==> config.mk <==
export PLATFORM = sky130hd
export DESIGN_NAME = demux_deser8
export DESIGN_NICKNAME = d
export VERILOG_FILES = /design/src/rtl/demux_deser8_pkg.sv /design/src/rtl/demux_deser8_demux.sv /design/src/rtl/demux_deser8.sv
export SDC_FILE = /design/constraint.sdc
export NUM_CORES = 1
export LEC_CHECK = 0
export BUFFER_PORTS_ARGS = -buffer_cell sky130_fd_sc_hd__buf_4
export CAP_MARGIN = 20
export CORE_UTILIZATION = 50
export CTS_BUF_LIST = sky130_fd_sc_hd__clkbuf_8
export CTS_CLUSTER_SIZE = 12
export DETAILED_ROUTE_END_ITERATION = 7
export PLACE_DENSITY = 0.87
export SLEW_MARGIN = 10
export SYNTH_ARGS = -nofsm -noshare
export SYNTH_HDL_FRONTEND = slang
export SYNTH_SLANG_ARGS = --single-unit
==> constraint.sdc <==
create_clock -name clk -period 1.3 [get_ports clk]
set_clock_uncertainty 0.1 [all_clocks]
set_input_delay 0.39 -clock clk [delete_from_list [all_inputs] [get_ports clk]]
set_output_delay 0.39 -clock clk [all_outputs]
set_load 0.01 [all_outputs]
==> src/rtl/demux_deser8_pkg.sv <==
// Shared FSM encoding and width helpers for the serial-to-parallel deserializer.
package demux_deser8_pkg;

  localparam logic [0:0] ST_COLLECT = 1'b0;
  localparam logic [0:0] ST_FULL    = 1'b1;

  // bit_cnt must be able to hold the value WIDTH itself, hence the extra bit.
  function automatic int cnt_w(input int width);
    return $clog2(width) + 1;
  endfunction

  function automatic int sel_w(input int n);
    return (n > 1) ? $clog2(n) : 1;
  endfunction

endpackage

==> src/rtl/demux_deser8_demux.sv <==
// Enabled 1-to-N demux: d appears on the selected output only while en is high.
// Purely combinational, no flow control.
module demux1x8_en #(
  parameter int N  = 8,
  parameter int SW = 3
) (
  input  logic          d,
  input  logic          en,
  input  logic [SW-1:0] sel,
  output logic [N-1:0]  o
);

  always_comb begin
    o = '0;
    if (en) begin
      for (int i = 0; i < N; i++) begin
        if (sel == SW'(i)) o[i] = d;
      end
    end
  end

endmodule

==> src/rtl/demux_deser8.sv <==
// Serial-to-parallel deserializer: one cycle from last accepted bit to pout_valid.
// While a word is waiting, sin_ready follows pout_ready so input stalls with the consumer.
module demux_deser8
  import demux_deser8_pkg::*;
#(
  parameter int WIDTH     = 8,
  parameter bit MSB_FIRST = 1'b1
) (
  input  logic                    clk,
  input  logic                    rst,
  input  logic                    clr,
  input  logic                    sin,
  input  logic                    sin_valid,
  output logic                    sin_ready,
  output logic [WIDTH-1:0]        pout,
  output logic                    pout_valid,
  input  logic                    pout_ready,
  output logic [cnt_w(WIDTH)-1:0] bit_cnt
);

  localparam int CW = cnt_w(WIDTH);
  localparam int SW = sel_w(WIDTH);

  logic [0:0]       state;
  logic [CW-1:0]    slot;
  logic [SW-1:0]    sel;
  logic [WIDTH-1:0] hot;
  logic             take;

  assign sin_ready  = (state == ST_COLLECT) | pout_ready;
  assign pout_valid = state[0];
  // A bit arriving with clr is never written, even though the handshake completes.
  assign take       = sin_valid & sin_ready & ~clr;

  // While FULL, an accepted bit starts the next word, so it goes to slot 0.
  always_comb begin
    slot = (state == ST_FULL) ? '0 : bit_cnt;
    sel  = MSB_FIRST ? SW'(CW'(WIDTH - 1) - slot) : SW'(slot);
  end

  demux1x8_en #(
    .N  (WIDTH),
    .SW (SW)
  ) u_demux (
    .d   (sin),
    .en  (take),
    .sel (sel),
    .o   (hot)
  );

  always_ff @(posedge clk) begin
    if (rst) begin
      state   <= ST_COLLECT;
      bit_cnt <= '0;
      pout    <= '0;
    end else if (state == ST_COLLECT) begin
      if (clr) begin
        bit_cnt <= '0;
        pout    <= '0;
      end else if (sin_valid) begin
        pout <= pout | hot;
        if (bit_cnt == CW'(WIDTH - 1)) begin
          state   <= ST_FULL;
          bit_cnt <= CW'(WIDTH);
        end else begin
          bit_cnt <= bit_cnt + CW'(1);
        end
      end
    end else if (pout_ready) begin
      // Consuming the word clears the register; hot is zero unless a bit was taken.
      state   <= ST_COLLECT;
      pout    <= hot;
      bit_cnt <= take ? CW'(1) : '0;
    end
  end

endmodule

==> reports/qor.yml <==
status: "finished with violations"
violations: "negative setup slack"
hpwl_um: 1110
leakage_nw: 0.420
yosysMostFrequentCell: "dfxtp_1"
power_frac_comb_pct: 13.2
drive_gt1_share_pct: 52.9
path_max_fanout: 4
hold_class: "in -> reg"
root_buffer: "clkbuf_8"
register_area_um2: 270
cp_slowest_cell: "dfxtp_2"
async_flop_share_pct: 0
clk_pin_slew_worst_paths_ns: 0.06
synth_top_cell_by_area: "dfxtp_1"
drtPass1Iterations: 4
intPower_w: 0.000664
multi_input_area_um2: 413
max_freq_mhz: 695
netlist_instances: 74
fin_ws_ns: -0.139
avgViaCountPerCell: 6.06
setup_viol: 8
switching_share_pct: 23.3
core-area_mm2: 0.00117
synth_edf_count: 0
endpoint_kind: "output pin"
synthDistinctLibCells: 32
drv_slew: 0
switching_power_w: 0.000202
antenna-diode-count: 0
worstMarginPinSlew_ns: 0.315
p_per_area_mw_per_mm2: 862
port-buffer-count: 19
overflow: 0
nFillCells: 71
route.met3.wl_um: 141
wl_met2_um: 997
ys_ff_latch: 13
area_growth_pct: 50.7
yosys_warnings: 0
peakVddDrop_mv: 0.853
synth_area_per_cell_um2: 9.01
relSlewSlack_pct: 79.0
yosys-top-cells-area: "dfxtp_1 (39%), a21oi_1 (6.0%), nand2_1 (4.5%)"
top_level_ports: 20
r2r_cells: 5
vias: 715
rsz0062_at_grt: "true"
fin_nets: 112
wl_per_cell_um: 17.1
reg2reg_from: "pout_valid$_SDFF_PP0_"
row_count: 12
syn_nets: 81
grt_pass1_vias: 658
grt_max_degree: 14
syn_area_um2: 667
clockPowerShare_pct: 40.0
finalPower_w: 0.000866
endpoint: "sin_ready"
antenna_found_initial: 0
critPathMaxStageDelay_ns: 0.34
start_util_pct: 56.9
post-route-min-period_ns: 1.44
crit_arrival_ns: 0.95
clock_sinks: 13
setup.worst_path.start_class: "register"
ys_top_cells_by_count: "dfxtp_1 (13), a21oi_1 (8), nand2_1 (8), nor2_1 (7)"
drcViolationCount: 0
critPathKind: "reg -> out"
period_share_pct: 111
ys_seq_area_share_pct: 39.0
hold_viol: 0
cts.htree.levels: 1
startpoint: "pout_valid$_SDFF_PP0_"
utilization_pct: 85.8
cts_tree: "done"
power_frac_seq_pct: 46.8
drtAntennaViolNets: 0
ctsHoldBuffers: 0
timing.rr.end: "pout[3]$_SDFFE_PP0P_"
routed_wl_um: 2020
die_h_um: 38.5
drt_iter0_drc: 25
wl_met1_um: 861
synth_flop_cell: "dfxtp_1"
clkLatencyLatePin_ns: 0.24
cts_buffer_depth: 2
crit_chain: "and2b_2 -> inv_2 -> buf_6"
cp.required_ns: 0.81
dieArea_mm2: 0.00148
netlist.area_leader.share_pct: 39.0
grt_usage_pct: 29.4
dieWidth_um: 38.5
gp_congestion: 0.927
dr.max_layer_used: "met4"
r2r_slack_ns: -0.05
cap_violations: 0
grt_first_pass_wirelength_um: 2970
cts_buffers: 3
## layout make-up
| cell class | count | area share, % |
|---|---|---|
| Clock buffer | 3 | 4.11 |
| Clock inverter | 1 | 0.374 |
| Inverter | 1 | 0.374 |
| Multi-Input combinational cell | 55 | 41.1 |
| Sequential cell | 13 | 26.9 |
| Tap cell | 14 | 1.74 |
| Timing Repair Buffer | 31 | 25.4 |
## worst min path at each step
stage	start	endpoint	slack [ns]	cells past startpoint
5_1_grt	rst	pout_valid$_SDFF_PP0_	0.32	2
3_5_place_dp	pout[6]$_SDFFE_PP0P_	pout[6]$_SDFFE_PP0P_	0.34	2
2_1_floorplan	rst	bit_cnt[0]$_SDFFE_PP0P_	0.36	1
4_1_cts	rst	pout_valid$_SDFF_PP0_	0.31	2
3_3_place_gp	pout[6]$_SDFFE_PP0P_	pout[6]$_SDFFE_PP0P_	0.34	2
6_report	rst	pout_valid$_SDFF_PP0_	0.31	2
## logic make-up (layout without fill, tap and decap cells)
kind of cell,Yosys count,in the layout,share of synthesized area [%]
buf+inv,6,36,4.88
flops,13,13,39.0
fa+ha+maj,1,1,1.88
mux,1,1,1.50
simple gates,30,30,28.0
compound gates,23,23,24.8
## power by group through the flow
stage | combinational [W] | sequential, W | clock [W]
after floorplan | 0.0000424 | 0.000418 | 0
after detailed placement | 0.0000852 | 0.000416 | 0
after CTS | 0.0000996 | 0.000405 | 0.000356
after global routing | 0.000120 | 0.000405 | 0.000374
final | 0.000114 | 0.000405 | 0.000346
after global placement | 0.0000833 | 0.000415 | 0
## sequential cells by signal (all words and copies together), names as in the netlist
name	flops
pout_valid	1
bit_cnt	4
pout	8
## metrics by stage
step | hold slack (ns) | TNS, ns | worst slack, ns | cell area [um2] | cells
CTS | 0.306 | -0.211 | -0.138 | 968 | 117
finish | 0.309 | -0.391 | -0.139 | 1000 | 118
global placement | 0.342 | -0.301 | -0.112 | 851 | 109
detailed placement | 0.344 | -0.492 | -0.120 | 851 | 109
floorplan | 0.358 | 0 | 0.0444 | 667 | 74
global route | 0.319 | -0.694 | -0.160 | 1000 | 118
## layout by cell type, fill, tap and decap left out, types with 2 or more instances in the layout
cell type / n
dfxtp_2: 2
o211ai_1: 3
clkbuf_8: 3
dfxtp_4: 2
buf_6: 4
nand3b_1: 3
a32oi_1: 3
nand2_1: 8
nor2_2: 3
nor2_1: 3
nand4_1: 3
buf_4: 26
and2b_2: 2
dfxtp_1: 9
a21oi_1: 7
## metal layers
layer  track usage (%)  up-vias
met5                 0        -
met4              7.76        0
met3              10.5        4
met2              46.7       37
met1              37.4      335
li1                  -      339
## critical path, delay by kind of cell, from the launching register on
kind / cells / cell delay, ns
DFF: 1 / 0.34
and+or+nand+nor: 1 / 0.21
buffers and inverters: 2 / 0.15
## what timing repair did
action	in CTS	in global routing
pin swaps	9	7
gates resized for setup	15	8
endpoints found under the setup margin	8	14
setup buffers	5	1
No activity file was read; power rests on OpenSTA's default activity.
